[config.mk]
export PLATFORM = sky130hd
export DESIGN_NAME = inflight_queue
export DESIGN_NICKNAME = d
export VERILOG_FILES = /design/src/rtl/inflight_queue_pkg.sv /design/src/rtl/inflight_queue_flush_scan.sv /design/src/rtl/inflight_queue.sv
export SDC_FILE = /design/constraint.sdc
export NUM_CORES = 1
export LEC_CHECK = 0
export BUFFER_PORTS_ARGS = -buffer_cell sky130_fd_sc_hd__buf_2
export CAP_MARGIN = 15
export CORE_MARGIN = 2
export CORE_UTILIZATION = 60
export DETAILED_ROUTE_END_ITERATION = 7
export GPL_ROUTABILITY_DRIVEN = 0
export GPL_TIMING_DRIVEN = 0
export PLACE_DENSITY = 0.86
export REMOVE_ABC_BUFFERS = 1
export SLEW_MARGIN = 20
export SYNTH_ARGS = -nofsm -noshare
export SYNTH_HDL_FRONTEND = slang
export SYNTH_HIERARCHICAL = 1
export SYNTH_SLANG_ARGS = --single-unit
[constraint.sdc]
create_clock -name clk -period 9.3 [get_ports clk]
set_clock_uncertainty 0.2 [all_clocks]
set_input_delay 0.465 -clock clk [delete_from_list [all_inputs] [get_ports clk]]
set_output_delay 0.465 -clock clk [all_outputs]
set_load 0.1 [all_outputs]
[src/rtl/inflight_queue_pkg.sv]
// rtl/inflight_queue_pkg.sv - shared sizing and index type for the in-flight tracking queue
package inflight_queue_pkg;
  localparam int INFLIGHT_SIZE   = 8;
  localparam int INFLIGHT_DATA_W = 32;
  localparam int INFLIGHT_PTR_W  = $clog2(INFLIGHT_SIZE);

  typedef logic [INFLIGHT_PTR_W-1:0] inflight_idx_t;
endpackage

[src/rtl/inflight_queue_flush_scan.sv]
// rtl/inflight_queue_flush_scan.sv - finds the oldest flushed live entry and the contiguous kill span
module inflight_queue_flush_scan #(
  parameter int SIZE  = 8,
  parameter int PTR_W = $clog2(SIZE)
) (
  input  logic [SIZE-1:0]  valid,
  input  logic [SIZE-1:0]  flush_mask,
  input  logic [PTR_W-1:0] front_ptr,
  input  logic [PTR_W-1:0] back_ptr,
  input  logic [PTR_W:0]   count,
  output logic             hit,
  output logic [PTR_W-1:0] kill_idx,
  output logic [SIZE-1:0]  kill_vec,
  output logic [PTR_W:0]   kill_cnt
);
  logic [SIZE-1:0]  w_cand;
  logic [PTR_W-1:0] w_age;
  logic [PTR_W-1:0] w_span;

  // w_cand is indexed by age (0 = oldest), so the lowest set bit is the oldest flushed entry
  always_comb begin
    w_cand = '0;
    for (int a = 0; a < SIZE; a++) begin
      if ((PTR_W+1)'(a) < count)
        w_cand[a] = valid[back_ptr + PTR_W'(a)] & flush_mask[back_ptr + PTR_W'(a)];
    end
  end

  always_comb begin
    w_age = '0;
    for (int a = SIZE - 1; a >= 0; a--) begin
      if (w_cand[a]) w_age = PTR_W'(a);
    end
  end

  assign hit      = |w_cand;
  assign kill_idx = back_ptr + w_age;
  assign w_span   = front_ptr - kill_idx;

  // A hit always kills at least one entry, so a zero span means the whole ring
  assign kill_cnt = !hit ? '0 : (w_span == '0) ? (PTR_W+1)'(SIZE) : {1'b0, w_span};

  always_comb begin
    kill_vec = '0;
    for (int a = 0; a < SIZE; a++) begin
      if (hit && (PTR_W'(a) >= w_age) && ((PTR_W+1)'(a) < count))
        kill_vec[back_ptr + PTR_W'(a)] = 1'b1;
    end
  end
endmodule

[src/rtl/inflight_queue.sv]
// rtl/inflight_queue.sv - circular in-order tracking queue with out-of-order completion and mask flush
module inflight_queue
  import inflight_queue_pkg::*;
#(
  parameter int SIZE   = INFLIGHT_SIZE,
  parameter int DATA_W = INFLIGHT_DATA_W,
  parameter int PTR_W  = $clog2(SIZE)
) (
  input  logic              clk,
  input  logic              rstn,
  input  logic              alloc_valid,
  input  logic [DATA_W-1:0] alloc_data,
  output logic              alloc_ready,
  output logic [PTR_W-1:0]  alloc_idx,
  input  logic              wb_valid,
  input  logic [PTR_W-1:0]  wb_idx,
  output logic              retire_valid,
  output logic [DATA_W-1:0] retire_data,
  input  logic              retire_ready,
  input  logic              flush_valid,
  input  logic [SIZE-1:0]   flush_mask,
  output logic [PTR_W-1:0]  front_ptr,
  output logic [PTR_W-1:0]  back_ptr,
  output logic [PTR_W:0]    count,
  output logic              empty,
  output logic              full
);
  logic [PTR_W-1:0]  r_front, r_back;
  logic [PTR_W:0]    r_count;
  logic [SIZE-1:0]   r_valid, r_done;
  logic [DATA_W-1:0] r_data [SIZE];

  logic              w_hit, w_flush_hit, w_alloc_fire, w_retire_fire;
  logic [PTR_W-1:0]  w_kill_idx;
  logic [SIZE-1:0]   w_kill_vec, w_valid_next, w_done_next;
  logic [PTR_W:0]    w_kill_cnt, w_killed;
  logic [PTR_W+1:0]  w_count_next;

  inflight_queue_flush_scan #(.SIZE(SIZE), .PTR_W(PTR_W)) u_scan (
    .valid      (r_valid),
    .flush_mask (flush_mask),
    .front_ptr  (r_front),
    .back_ptr   (r_back),
    .count      (r_count),
    .hit        (w_hit),
    .kill_idx   (w_kill_idx),
    .kill_vec   (w_kill_vec),
    .kill_cnt   (w_kill_cnt)
  );

  assign empty        = (r_count == '0);
  assign full         = (r_count == (PTR_W+1)'(SIZE));
  assign alloc_ready  = !full && !flush_valid;
  assign alloc_idx    = r_front;
  assign front_ptr    = r_front;
  assign back_ptr     = r_back;
  assign count        = r_count;
  assign retire_valid = r_valid[r_back] && r_done[r_back] && !empty;
  assign retire_data  = r_data[r_back];

  assign w_alloc_fire  = alloc_valid && alloc_ready;
  assign w_retire_fire = retire_valid && retire_ready && !(flush_valid && flush_mask[r_back]);
  assign w_flush_hit   = flush_valid && w_hit;
  assign w_killed      = w_flush_hit ? w_kill_cnt : '0;
  assign w_count_next  = {1'b0, r_count} + (PTR_W+2)'(w_alloc_fire)
                       - (PTR_W+2)'(w_retire_fire) - {1'b0, w_killed};

  // Flush is applied last so it overrides a same-cycle writeback to a killed entry
  always_comb begin
    w_valid_next = r_valid;
    w_done_next  = r_done;
    if (wb_valid && r_valid[wb_idx]) w_done_next[wb_idx] = 1'b1;
    if (w_retire_fire) begin
      w_valid_next[r_back] = 1'b0;
      w_done_next[r_back]  = 1'b0;
    end
    if (w_alloc_fire) begin
      w_valid_next[r_front] = 1'b1;
      w_done_next[r_front]  = 1'b0;
    end
    if (w_flush_hit) begin
      w_valid_next = w_valid_next & ~w_kill_vec;
      w_done_next  = w_done_next & ~w_kill_vec;
    end
  end

  always_ff @(posedge clk) begin
    if (!rstn) begin
      r_front <= '0;
      r_back  <= '0;
      r_count <= '0;
      r_valid <= '0;
      r_done  <= '0;
    end else begin
      r_valid <= w_valid_next;
      r_done  <= w_done_next;
      r_count <= w_count_next[PTR_W:0];
      if (w_retire_fire) r_back <= r_back + 1'b1;
      if (w_flush_hit) r_front <= w_kill_idx;
      else if (w_alloc_fire) r_front <= r_front + 1'b1;
    end
  end

  always_ff @(posedge clk) begin
    if (w_alloc_fire) r_data[r_front] <= alloc_data;
  end

  // Wider count_next makes an underflow show up as a large value
  assert property (@(posedge clk) disable iff (!rstn) w_count_next <= (PTR_W+2)'(SIZE));
endmodule
# Word-level counts from Yosys, hierarchy flattened
# Memories as Yosys holds them, arrays and structs flattened. A register that Yosys moved wholly into a read port is not among the register bits.
# Index checks and enable logic that the tools add are counted.
[totals]
regBits = 26
mem_bits_rw = 256
in_bits = 49
output_inout_bits = 49
wordCells = 220
mem_count = 1
[classes]
add_sub_neg = 13
n_lt_le_gt_ge = 36
eq_ne = 1
muxes = 96
n_bitwise = 25
n_reduce_logical = 43
[memory_table]
columns = ["name", "words", "word_bits", "rd", "rd_ports_with_merged_regs", "write_ports", "line_no", "text"]
rows = [
  ["r_data", 8, 32, 1, 1, 1, "inflight_queue.sv:31", "logic [DATA_W-1:0] r_data [SIZE];"],
]
[op_table]
columns = ["operator", "n"]
rows = [
  ["8-bit two-way mux", 15],
  ["8-bit OR", 9],
  ["1-bit binary-select mux with 3-bit select", 18],
  ["8-bit bitwise AND", 5],
  ["3-bit by 4-bit less-than comparator with 1-bit output, second input constant", 10],
  ["1-bit two-way mux", 38],
  ["3-bit two-way mux", 12],
  ["1-bit logical AND", 35],
  ["1-bit demux with 3-bit select", 10],
  ["3-bit by 1-bit greater-or-equal comparator with 1-bit output, second input constant", 10],
  ["8-bit inverter", 3],
  ["3-bit by 4-bit less-than comparator with 1-bit output, first input constant", 4],
  ["3-bit adder, second input constant", 4],
  ["3-bit greater-or-equal comparator, first input constant", 4],
  ["4-bit two-way mux", 3],
  ["1-bit bitwise AND", 8],
  ["1-bit by 4-bit less-than comparator with 1-bit output, first input constant", 2],
  ["2-bit by 4-bit less-than comparator with 1-bit output, first input constant", 2],
  ["8-bit OR reduction", 1],
  ["3-bit by 1-bit adder with 3-bit output, second input constant", 2],
  ["3-bit by 2-bit adder with 3-bit output, second input constant", 2],
  ["1-bit by 3-bit greater-or-equal comparator with 1-bit output, first input constant", 2],
  ["2-bit by 3-bit greater-or-equal comparator with 1-bit output, first input constant", 2],
  ["4-bit by 1-bit adder with 4-bit output", 1],
  ["9 further kinds", 12],
]

# Logic depth before layout (Yosys ltp)
# Gate-level depths: netlist of the first run.
[depth]
ltp_word = 34
mapped_depth = 25
ltp_nobuf = 22

# Hierarchy
# Netlist of the first run, hierarchy kept.
[modules_own_cells]
columns = ["mod", "n_inst", "cells_each", "area_each_um2", "seq_area_each_um2"]
rows = [
  ["inflight_queue", 1, 582, 11377.2, 8267.9],
  ["inflight_queue_flush_scan", 1, 162, 1352.5, 0.0],
]

# Least setup slack after synthesis of the first run
# No wires, ideal clock.
[synth_timing]
kind = "reg2reg"
from = "register r_count[1] (netlist: count[1])"
to = "register r_count[3] (netlist: count[3])"
setup_ns = 0.116
t_arrival_ns = 6.407
required_time_ns = 8.984
setup_slack_ns = 2.577
path_stages_with_launch = 14
path_buffers = 1
period_less_slack_ns = 6.723
path_cell_list = "dfxtp_1 -> nor4_1 -> a211o_1 -> buf_6 -> nor3b_4 -> fa_1 -> fa_1 -> inv_1 -> ha_1 -> fa_1 -> xor2_1 -> xnor2_1 -> nand3_1 -> and3b_1"
[synth_via]
elab_cells_between_ends = 44
classes_between = "add/sub (5); order compare (8); eq/ne (1); mux (19); reduce/logical (11)"
[synth_rtl]
columns = ["item", "line_no", "text"]
rows = [
  ["start, declared", "inflight_queue.sv:29", "logic [PTR_W:0] r_count;"],
  ["start signal, assigned", "inflight_queue.sv:97", "r_count <= w_count_next[PTR_W:0];"],
  ["4-bit logical NOT", "inflight_queue.sv:51", "assign empty = (r_count == '0);"],
  ["named net empty", "inflight_queue.sv:25", "output logic empty,"],
  ["1-bit logical NOT", "inflight_queue.sv:58", "assign retire_valid = r_valid[r_back] && r_done[r_back] && !empty;"],
  ["1-bit logical AND", "inflight_queue.sv:58", ""],
  ["1-bit logical AND (2 in a row)", "inflight_queue.sv:62", "assign w_retire_fire = retire_valid && retire_ready && !(flush_valid && flush_mask[r_back]);"],
  ["4-bit by 1-bit subtractor with 4-bit output", "inflight_queue.sv:66", "- (PTR_W+2)'(w_retire_fire) - {1'b0, w_killed};"],
  ["4-bit subtractor", "inflight_queue.sv:66", ""],
]
# The timed path passes the listed nets, and every way through them passes these cells.
# A chain may end at the register's enable or synchronous reset.

# Worst setup path in the final report of the first run
[layout_timing]
from = "register r_back[1] (netlist: back_ptr[1])"
to = "register r_count[3] (netlist: count[3])"
[layout_via]
elab_chain_cells = 20
elab_cells_between_ends = 81
classes_between = "add/sub (11); mux (53); bitwise (8); reduce/logical (9)"
[layout_rtl]
columns = ["item", "line_no", "text"]
rows = [
  ["start, declared", "inflight_queue.sv:28", "logic [PTR_W-1:0] r_front, r_back;"],
  ["start signal, assigned", "inflight_queue.sv:98", "if (w_retire_fire) r_back <= r_back + 1'b1;"],
  ["3-bit adder", "inflight_queue_flush_scan.sv:25", "w_cand[a] = valid[back_ptr + PTR_W'(a)] & flush_mask[back_ptr + PTR_W'(a)];"],
  ["1-bit binary-select mux with 3-bit select", "inflight_queue_flush_scan.sv:25", ""],
  ["1-bit two-way mux (implied by the code)", "inflight_queue_flush_scan.sv:25", ""],
  ["1-bit bitwise AND", "inflight_queue_flush_scan.sv:25", ""],
  ["1-bit two-way mux", "inflight_queue_flush_scan.sv:24", "if ((PTR_W+1)'(a) < count)"],
  ["3-bit two-way mux (8 in a row)", "inflight_queue_flush_scan.sv:32", "if (w_cand[a]) w_age = PTR_W'(a);"],
  ["3-bit adder *", "inflight_queue_flush_scan.sv:37", "assign kill_idx = back_ptr + w_age;"],
  ["named net w_kill_idx[1]", "inflight_queue.sv:34", "logic [PTR_W-1:0] w_kill_idx;"],
  ["3-bit subtractor *", "inflight_queue_flush_scan.sv:38", "assign w_span = front_ptr - kill_idx;"],
  ["3-bit logical NOT", "inflight_queue_flush_scan.sv:41", "assign kill_cnt = !hit ? '0 : (w_span == '0) ? (PTR_W+1)'(SIZE) : {1'b0, w_span};"],
  ["4-bit two-way mux * (2 in a row)", "inflight_queue_flush_scan.sv:41", ""],
  ["named net w_kill_cnt[2]", "inflight_queue.sv:36", "logic [PTR_W:0] w_kill_cnt, w_killed;"],
  ["4-bit two-way mux *", "inflight_queue.sv:64", "assign w_killed = w_flush_hit ? w_kill_cnt : '0;"],
  ["4-bit subtractor *", "inflight_queue.sv:66", ""],
]
# The timed path passes the listed nets; every way through them passes the cells marked *. The select of a mux whose other input is x is not followed.

==> results of run 1 <==
[per-stage QoR]
stage                     cells  worst slack [ns]    util  area [µm²]  total power [mW]
final                      1154             2.519  0.6999       14620             2.695
after global routing       1153             2.127  0.6998       14620             2.749
after CTS                  1151             2.572  0.6995       14610             2.701
after detailed placement   1100             2.599  0.6550       13680             1.619
after global placement     1079            0.9654  0.6388       13340             1.612
after floorplan             707             2.425       -       12510             1.564
[sequential cells by signal (all words and copies together) (netlist names), named ones only]
name	count
r_data	256
r_valid	8
back_ptr	3
r_done	8
alloc_idx	3
count	4
[layer usage]
layer  vias up  track usage
met5         -            0
met4         0       0.1085
met3        79      0.03902
met2       447       0.4477
met1      3724       0.3433
li1       3226            -
[kinds of logic (layout without fill, tap and decap cells)]
logic type | after synthesis | count (layout) | synth area share
flip-flops | 285 | 285 | 0.6495
AND/OR/NAND/NOR | 168 | 168 | 0.07716
multiplexers | 124 | 124 | 0.1701
AO/OA/AOI/OAI | 73 | 73 | 0.04777
buffers and inverters | 63 | 195 | 0.02477
adder cells (fa/ha/maj) | 18 | 18 | 0.02064
XOR/XNOR | 13 | 13 | 0.01003
other | 0 | 3 | 0
[power by group]
part	internal (mW)	switching (mW)	leakage (nW)
clock	0.652	0.448	0.439
sequential	1.41	0.0110	2.55
combinational	0.0406	0.133	1.98
total	2.10	0.592	4.97
[how the worst max path moves through the flow]
stage                     start         to  cells past startpoint
floorplan              count[3]   count[3]                     12
global placement       count[2]  r_done[0]                      5
detailed placement  back_ptr[1]   count[3]                     22
CTS                 back_ptr[1]   count[3]                     22
global route        back_ptr[1]   count[3]                     22
finish              back_ptr[1]   count[3]                     22
[cells in the final DEF, fill, tap and decap left out, types with 7 or more instances in the layout]
cell type	synthesis	layout
a21oi_1	11	11
a31oi_1	7	7
and2_1	13	13
buf_2	9	103
clkbuf_16	0	27
clkbuf_8	2	8
dfxtp_1	29	24
edfxtp_1	256	256
ha_1	13	13
inv_1	23	20
mux2_2	36	36
mux2i_1	18	18
mux4_2	69	69
nand2_1	47	47
nand3_1	13	13
nand4b_1	8	8
nor2_1	20	19
nor4_1	17	16
[layout make-up]
class | count | area [µm²] | area share
sequential | 285 | 8279 | 0.5663
antenna | 3 | 7.507 | 0.0005135
clock buffer | 41 | 808.3 | 0.05528
inverter | 26 | 100.1 | 0.006846
timing repair buffer | 121 | 823.3 | 0.05631
tap | 275 | 344.1 | 0.02353
multi-input combinational | 396 | 4168 | 0.2851
clock inverter | 7 | 90.09 | 0.006162
==> results.md, run 1 <==
- Clk buf depth: 3
- Final Max Tran Viols: 0
- Iteration count of the initial detailed-routing pass: 7
- P&R area growth vs syn: 14.85%
- Routed len/inst: 25.18 µm
- Overall Global Routing Usage: 0.2631
- Post-CTS Resized: 0
- Wl on met1: 11.05 mm
- Setup crit end kind: register
- Global route overflow: 0
- R2r startpoint: back_ptr[1]
- Yosys top cell by area: edfxtp_1
- Top post-synthesis cells by area: edfxtp_1 (60%), mux4_2 (12%), dfxtp_1 (4.6%)
- Synth Cell Area: 12,730 µm²
- Initial antenna violation count: 3
- Outcome: finished, final reports clean
- Setup violators final: 0
- Top-count cell post-synth: edfxtp_1
- Crit path launch type: register
- Final setup TNS: 0 ns
- DRT Wirelength: 29.06 mm
- CTS tree: yes
- Reg clk slew, reported paths: 0.07 ns
- IO Count: 98
- Cell variety after synth: 79
- Max-Slew Margin vs Limit: 0.2787
- Fmax: 147.5 MHz
- Die height: 149.7 µm
- Initial Utilization: 0.6094
- RSZ-0062 raised after global routing: no
- # H-tree levels: 1
- Hold Path Stages: 1
- Top routing layer used: met4
- WP data arrival: 7.01 ns
- Met2 Routed Length: 14.86 mm
- HP Class: input pin to register
- Fin. Hold Viols: 0
- R2r worst-path depth: 22
- Largest net degree at the start of global routing: 51
- Post-synth top area share: 0.6039
- Detail Route met3 WL: 2.151 mm
- Worst skew pair latency: 0.53 ns
- Core Box Area: 20,890 µm²
- Hold Startpoint: alloc_data[0]
- Critical path's slowest cell: dfxtp_1
- Full die area: 22,400 µm²
- Vias in the first global route: 7,460
- Setup bufs post-CTS: 0
- Final #Nets: 923
- Post-synth EDFFs: 256
- Fill count: 1,254
- Commonest cells post-synth: edfxtp_1 (256), mux4_2 (69), nand2_1 (47)
- Leading register cell type out of synthesis: edfxtp_1
- Leakage: 4.967 nW
- Hold buffers post-CTS: 3
- Fin Hold WS: 0.009579 ns
- Syn_area_per_cell: 17.11 µm²
- Clock root cell: clkbuf_16
- Share of layout cells above drive strength 1: 0.3516
- Crit path max-delay family: adder cells
- Clk sinks: 285
- Fraction of registers with async set/reset: 0
- Number of max-cap violations: 0
- First-pass GRT wire length: 43.80 mm
- Power density of the placed cells: 184.3 nW/µm²
- Crit path time final: 6.781 ns
- CP bufs+invs: 1
- Fin crit share: 0.7292
- Die W: 149.7 µm
- Number of port buffers: 97
- Critical Path RT: 9.53 ns
- Largest stage delay, worst path: 0.97 ns
- Vias: 7,476
- Via density: 6.478
- R2R setup slack: 2.52 ns
- Antenna Violating Nets Remaining: 0
- Critical setup path kind: register to register
- Syn Inst Count: 744
- # DRC: 0
- CP Max Fanout: 21
- Drt initial violations: 616
- Hold EP: r_data[2][0]
- Crit-path cells: inv_2 > ha_1 > or4bb_1 > nand4_1 > a22o_1 > a21oi_1 > o21ai_0 > a21oi_1 > nor2_1 > ha_1 > fa_1 > fa_1 > xnor2_1 > xnor3_1 > and2_1 > and3_1 > ha_1 > fa_1 > xor2_1 > xnor2_1 > nand3_1 > and3b_1
- Sequential area share after synthesis: 0.6495
- Slew @ Worst Pin: 1.082 ns
- Row cnt: 53
- YS warnings: 6
- RR Endpoint: count[3]
- Dpl hpwl: 17.45 mm
- Flops & latches, synth: 285
- CTS buffer count: 26
- Peak VDD IR: 0.0001177 V
Power figures use the tool's default switching activity.
==> inputs of run 2 (changes only) <==
--- a/config.mk
+++ b/config.mk
@@ -8,11 +8,11 @@
 export BUFFER_PORTS_ARGS = -buffer_cell sky130_fd_sc_hd__buf_2
 export CAP_MARGIN = 15
 export CORE_MARGIN = 2
-export CORE_UTILIZATION = 60
+export CORE_UTILIZATION = 54
 export DETAILED_ROUTE_END_ITERATION = 7
 export GPL_ROUTABILITY_DRIVEN = 0
 export GPL_TIMING_DRIVEN = 0
-export PLACE_DENSITY = 0.86
+export PLACE_DENSITY = 0.82
 export REMOVE_ABC_BUFFERS = 1
 export SLEW_MARGIN = 20
 export SYNTH_ARGS = -nofsm -noshare
==> constraint.sdc (replaced) <==
create_clock -name clk -period 6.2 [get_ports clk]
set_clock_uncertainty 0.2 [all_clocks]
set_input_delay 0.31 -clock clk [delete_from_list [all_inputs] [get_ports clk]]
set_output_delay 0.31 -clock clk [all_outputs]
set_load 0.1 [all_outputs]
==> results.md, run 2 (synthesized netlist as in run 1, its figures left out) <==
- Area after DPL: 13,760 µm²
- Largest stage delay, worst path: 0.52 ns
- CTS tree: yes
- Most common cell after layout, fill and taps aside: edfxtp_1
- First-pass GRT wire length: 41.47 mm
- Fin. Hold Viols: 0
- Largest net degree at the start of global routing: 49
- DRT Wirelength: 26.86 mm
- Number of max-cap violations: 0
- Final Max Tran Viols: 0
- # H-tree levels: 1
- Routed len/inst: 21.84 µm
- Vias: 7,298
- WP data arrival: 6.14 ns
- Fmax: 168.2 MHz
- Outcome: finished, final reports clean
- Die height: 157.5 µm
- Biggest register: r_data
- Die W: 157.5 µm
- Number of port buffers: 97
- R2r worst-path depth: 22
- Initial antenna violation count: 1
- Reg clk slew, reported paths: 0.06 ns
- # DRC: 0
- Hold Path Stages: 3
- Gr busiest metal: met2
- Slew @ Worst Pin: 0.6800 ns
- Core Box Area: 23,330 µm²
- Hold Startpoint: wb_idx[2]
- Fill count: 1,590
- Share of layout cells above drive strength 1: 0.3491
- Iteration count of the initial detailed-routing pass: 5
- Crit path time final: 5.944 ns
- Initial Utilization: 0.5456
- Leakage: 5.116 nW
- Crit path launch type: register
- P&R area growth vs syn: 18.31%
- Clk sinks: 285
- Most used cell, CP: fa_1
- Setup violators final: 0
- Peak VDD IR: 0.0001824 V
- Overall Global Routing Usage: 0.2191
- Power density of the placed cells: 271.3 nW/µm²
- Global Route met3 Usage: 0.02616
- IO Count: 98
- CP Max Fanout: 20
- Met2 GRT Util: 0.3747
- Critical path origin: back_ptr[0]
- Crit path max-delay family: adder cells
- Critical path's slowest cell: or4bb_1
- Final Instance Area: 15,060 µm²
- Fin crit share: 0.9587
- Crit-path cells: inv_4 > ha_4 > or4bb_1 > nand4_1 > a22o_1 > a21oi_1 > o21ai_0 > a21oi_1 > nor2_1 > ha_1 > fa_1 > fa_1 > xnor2_1 > xnor3_1 > and2_1 > and3_1 > ha_1 > fa_1 > xor2_1 > xnor2_1 > nand3_1 > and3b_1
- N_diodes: 0
- Max reg flops: 256
- Global route overflow: 0
- Vias in the first global route: 7,411
- Critical Path RT: 6.40 ns
- GR Layer Usage met1: 0.3055
- CP bufs+invs: 1
- RSZ-0062 raised after global routing: no
- Clock root cell: clkbuf_16
- Biggest regs: r_data (256), r_done (8), r_valid (8)
- HP Class: input pin to register
- R2r startpoint: back_ptr[0]
- CTS buffer count: 27
- Setup crit end kind: register
- Worst skew pair latency: 0.52 ns
- Util after Layout: 0.6455
- Critical setup path kind: register to register
- Antenna Violating Nets Remaining: 0
- Via density: 5.933
- Drt initial violations: 636
- Critical path depth: 22
- Final #Nets: 958
- Row cnt: 56
- Max-Slew Margin vs Limit: 0.5466
- Most frequent cells in the layout: edfxtp_1 (256), buf_2 (103), mux4_2 (69), nand2_1 (47), mux2_2 (36)
- Dpl hpwl: 16.96 mm
- Full die area: 24,820 µm²
- Clk buf depth: 3
==> run 2: layout make-up <==
cell class | instances | area, µm² | area share
Clock buffer | 31 | 690.7 | 0.04586
Clock inverter | 18 | 230.2 | 0.01529
Inverter | 26 | 100.1 | 0.006646
Multi-Input combinational cell | 396 | 4184 | 0.2778
Sequential cell | 285 | 8285 | 0.5501
Tap cell | 319 | 399.1 | 0.02650
Timing Repair Buffer | 155 | 1171 | 0.07776
==> run 2: where the power goes <==
part	switching, mW	internal (mW)
sequential	0.0148	2.12
combinational	0.200	0.0729
clock	0.671	1.01
==> run 2: worst register-to-register path, cell delays in order, from the launching register on <==
cell,delay [ns]
dfxtp_4,0.49
inv_4,0.13
ha_4,0.33
or4bb_1,0.52
nand4_1,0.25
a22o_1,0.23
a21oi_1,0.05
o21ai_0,0.18
a21oi_1,0.10
nor2_1,0.13
ha_1,0.18
fa_1,0.45
fa_1,0.43
xnor2_1,0.16
xnor3_1,0.26
and2_1,0.17
and3_1,0.18
ha_1,0.32
fa_1,0.44
xor2_1,0.16
xnor2_1,0.21
nand3_1,0.09
and3b_1,0.18
==> run 2: metal layers <==
layer,vias up,part of all wire
met5,-,0.00048
met4,2,0.017
met2,262,0.51
li1,3302,-
met1,3696,0.42
met3,36,0.059
==> run 2: final timing paths <==
check,slack (ns),endpoint
worst max-delay path,0.26,count[3]
worst min-delay path,0.02,r_done[6]
worst max register to register,0.26,count[3]
worst min register to register,0.34,r_done[2]
==> run 2: through the flow <==
stage | setup WS, ns | hold WS (ns) | instances | TNS [ns] | power [mW]
after floorplan | -0.6752 | 0.2089 | 707 | -0.9647 | 2.346
after global placement | -2.205 | 0.3319 | 1123 | -88.08 | 2.418
after detailed placement | -0.4861 | 0.3315 | 1146 | -0.5274 | 2.428
after CTS | 0.005164 | 0.002196 | 1229 | 0 | 4.113
after global routing | 0.0004743 | 0.05264 | 1230 | 0 | 4.207
final | 0.2559 | 0.02185 | 1230 | 0 | 4.086
==> run 2: repair_timing <==
item                                    4_1_cts  5_1_grt
hold buffers                                 33        0
hold endpoints to repair                    258        0
endpoints found under the setup margin        2        1
setup buffers                                 1        1
gates cloned                                  0        0
resized for setup                             3        2
==> inputs of run 3 (changes only) <==
--- a/config.mk
+++ b/config.mk
@@ -5,14 +5,15 @@
 export SDC_FILE = /design/constraint.sdc
 export NUM_CORES = 1
 export LEC_CHECK = 0
+export ABC_AREA = 1
 export BUFFER_PORTS_ARGS = -buffer_cell sky130_fd_sc_hd__buf_2
 export CAP_MARGIN = 15
 export CORE_MARGIN = 2
-export CORE_UTILIZATION = 54
+export CORE_UTILIZATION = 55
 export DETAILED_ROUTE_END_ITERATION = 7
 export GPL_ROUTABILITY_DRIVEN = 0
 export GPL_TIMING_DRIVEN = 0
-export PLACE_DENSITY = 0.82
+export PLACE_DENSITY = 0.83
 export REMOVE_ABC_BUFFERS = 1
 export SLEW_MARGIN = 20
 export SYNTH_ARGS = -nofsm -noshare
==> results.md, run 3 <==
- Outcome: finished, final reports clean
- Fin. Hold Viols: 0
- Worst setup endpoint: count[3]
- Via density: 5.787
- Biggest register: r_data
- Overall Global Routing Usage: 0.2484
- Die W: 160.7 µm
- Post-synth top area share: 0.5690
- Largest net degree at the start of global routing: 91
- Hold Startpoint: wb_idx[1]
- Drt initial violations: 1,246
- Yosys top cell by area: edfxtp_1
- Worst skew pair latency: 0.53 ns
- Synth Cell Area: 13,510 µm²
- Initial Utilization: 0.5572
- CTS tree: yes
- Crit path launch type: register
- RR Endpoint: count[3]
- Critical setup path kind: register to register
- Net switching power: 0.8517 mW
- Final Max Tran Viols: 0
- Setup crit end kind: register
- Most frequent cells in the layout: nor2_1 (286), edfxtp_1 (256), nand2_1 (215), o21ai_0 (132), nand3_1 (104)
- Crit path time final: 5.783 ns
- Setup violators final: 0
- Top-count cell post-synth: nor2_1
- Commonest cells post-synth: nor2_1 (286), edfxtp_1 (256), nand2_1 (215)
- Critical path's slowest cell: fa_1
- Worst slack, placed: -0.4805 ns
- Cell variety after synth: 42
- RSZ-0062 raised after global routing: no
- Syn_area_per_cell: 9.748 µm²
- Most common cell after layout, fill and taps aside: nor2_1
- Placed Cells: 1,750
- Critical Path RT: 6.46 ns
- Power density of the placed cells: 247.5 nW/µm²
- Die height: 160.7 µm
- Met2 GRT Util: 0.4287
- Peak VDD IR: 0.0002266 V
- Row cnt: 57
- Share of layout cells above drive strength 1: 0.1368
- R2r startpoint: back_ptr[0]
- DRT Wirelength: 32.44 mm
- Final setup TNS: 0 ns
- Setup ws final: 0.4174 ns
- Initial antenna violation count: 1
- Critical path origin: back_ptr[0]
- Biggest regs: r_data (256), r_done (8), r_valid (8)
- Syn Inst Count: 1,386
- Clock power share: 0.382
- Final #Nets: 1,555
- Max reg flops: 256
- HP Class: input pin to register
- Fin crit share: 0.9327
- Iteration count of the initial detailed-routing pass: 5
- # DRC: 0
- Leading register cell type out of synthesis: edfxtp_1
- Slew @ Worst Pin: 1.020 ns
- Vias: 10,600
- Clk buf depth: 3
- Dpl hpwl: 19.79 mm
- Gr busiest metal: met2
- Clock root cell: clkbuf_16
- Sequential area share after synthesis: 0.6120
- Fraction of registers with async set/reset: 0
- YS warnings: 6
- Max-Slew Margin vs Limit: 0.3193
- Setup bufs post-CTS: 0
- Full die area: 25,830 µm²
- First-pass GRT wire length: 51.31 mm
- Number of max-cap violations: 0
- WP data arrival: 6.04 ns
- Antenna Violating Nets Remaining: 0
- Fin cells: 1,831
- Top post-synthesis cells by area: edfxtp_1 (57%), nor2_1 (7.9%), nand2_1 (6.0%)
- R2R setup slack: 0.42 ns
- Final Power: 3.832 mW
- Number of port buffers: 97
- Routed len/inst: 17.72 µm
- CTS buffer count: 26
- Cell internal pwr: 2.980 mW
- P&R area growth vs syn: 14.60%
- Reg clk slew, reported paths: 0.06 ns
- Comb pwr share: 0.065
- Core Box Area: 24,250 µm²
- # H-tree levels: 1
- CP Max Fanout: 27
- Post-synth EDFFs: 256
- Flops & latches, synth: 285
- Sequential share of power: 0.553
- Fmax: 172.9 MHz
- Largest stage delay, worst path: 0.56 ns
- Sw Ratio: 0.2223
- Leakage: 5.905 nW
- Global route overflow: 0
- R2r worst-path depth: 28
- IO Count: 98
- Vias in the first global route: 10,160
- Fin Hold WS: 0.03739 ns
- Clk sinks: 285
- Most used cell, CP: nand2_1
- GR Layer Usage met1: 0.3169
- Global Route met3 Usage: 0.03332
run 3: cell count changes in the layout (fill, tap and decap cells not counted), sizes merged, moves of 70 or more:
cell	before	now
inv	26	96
mux4	70	0
nand2	47	229
nand3	13	111
nor2	20	295
o21ai	9	136
run 3: through the flow:
step                        util  area [µm²]
after floorplan                -       13170
after global placement    0.5800       14060
after detailed placement  0.5919       14350
after CTS                 0.6378       15470
after global routing      0.6385       15480
final                     0.6385       15480
run 3: cell type report:
| cell class | count | area (µm²) |
|---|---|---|
| clock buffer | 33 | 676.9 |
| antenna | 1 | 2.502 |
| tap | 324 | 405.4 |
| multi-input combinational | 934 | 4543 |
| clock inverter | 13 | 92.59 |
| inverter | 98 | 384.1 |
| timing repair buffer | 143 | 1096 |
| fill | 1832 | 8765 |
| sequential | 285 | 8283 |
run 3: cells by family (layout without fill, tap and decap cells):
family,Yosys count,after routing,synth area share
fa+ha+maj,18,18,0.01945
simple gates,677,677,0.2137
buf+inv,167,287,0.05270
compound gates,231,231,0.09641
xor+xnor,8,8,0.005742
flops,285,285,0.6120
other cells,0,1,0
run 3: worst max-delay path, delay by kind of cell, from the launching register on:
| family | cells | cell delay (ns) |
|---|---|---|
| simple gates | 12 | 1.03 |
| xor+xnor | 1 | 0.22 |
| buf+inv | 5 | 0.60 |
| flops | 1 | 0.52 |
| fa+ha+maj | 7 | 2.70 |
| compound gates | 3 | 0.42 |
run 3: metal layers:
metal,vias up,part of all wire
li1,4979,-
met3,95,0.078
met5,-,0
met1,5018,0.39
met4,0,0.037
met2,504,0.49
run 3: what timing repair did:
action / CTS / global route
endpoints found under the setup margin: 2 / 2
gates cloned: 0 / 0
hold endpoints to repair: 267 / 0
gates resized for setup: 2 / 3
hold buffers: 34 / 0
run 3: worst min path at each step:
stage	slack [ns]	depth (start not counted)	endpoint
2_1_floorplan	0.20	2	count[0]
3_3_place_gp	0.33	2	r_valid[0]
3_5_place_dp	0.34	2	r_valid[1]
4_1_cts	0.01	5	r_done[2]
5_1_grt	0.05	5	r_done[2]
6_report	0.04	5	r_done[2]
run 3: power by group through the flow:
| stage | sequential [mW] | clock, mW | combinational (mW) |
|---|---|---|---|
| after floorplan | 2.18 | 0 | 0.136 |
| after global placement | 2.16 | 0 | 0.219 |
| after detailed placement | 2.16 | 0 | 0.229 |
| after CTS | 2.12 | 1.48 | 0.248 |
| after global routing | 2.12 | 1.54 | 0.263 |
| final | 2.12 | 1.46 | 0.249 |
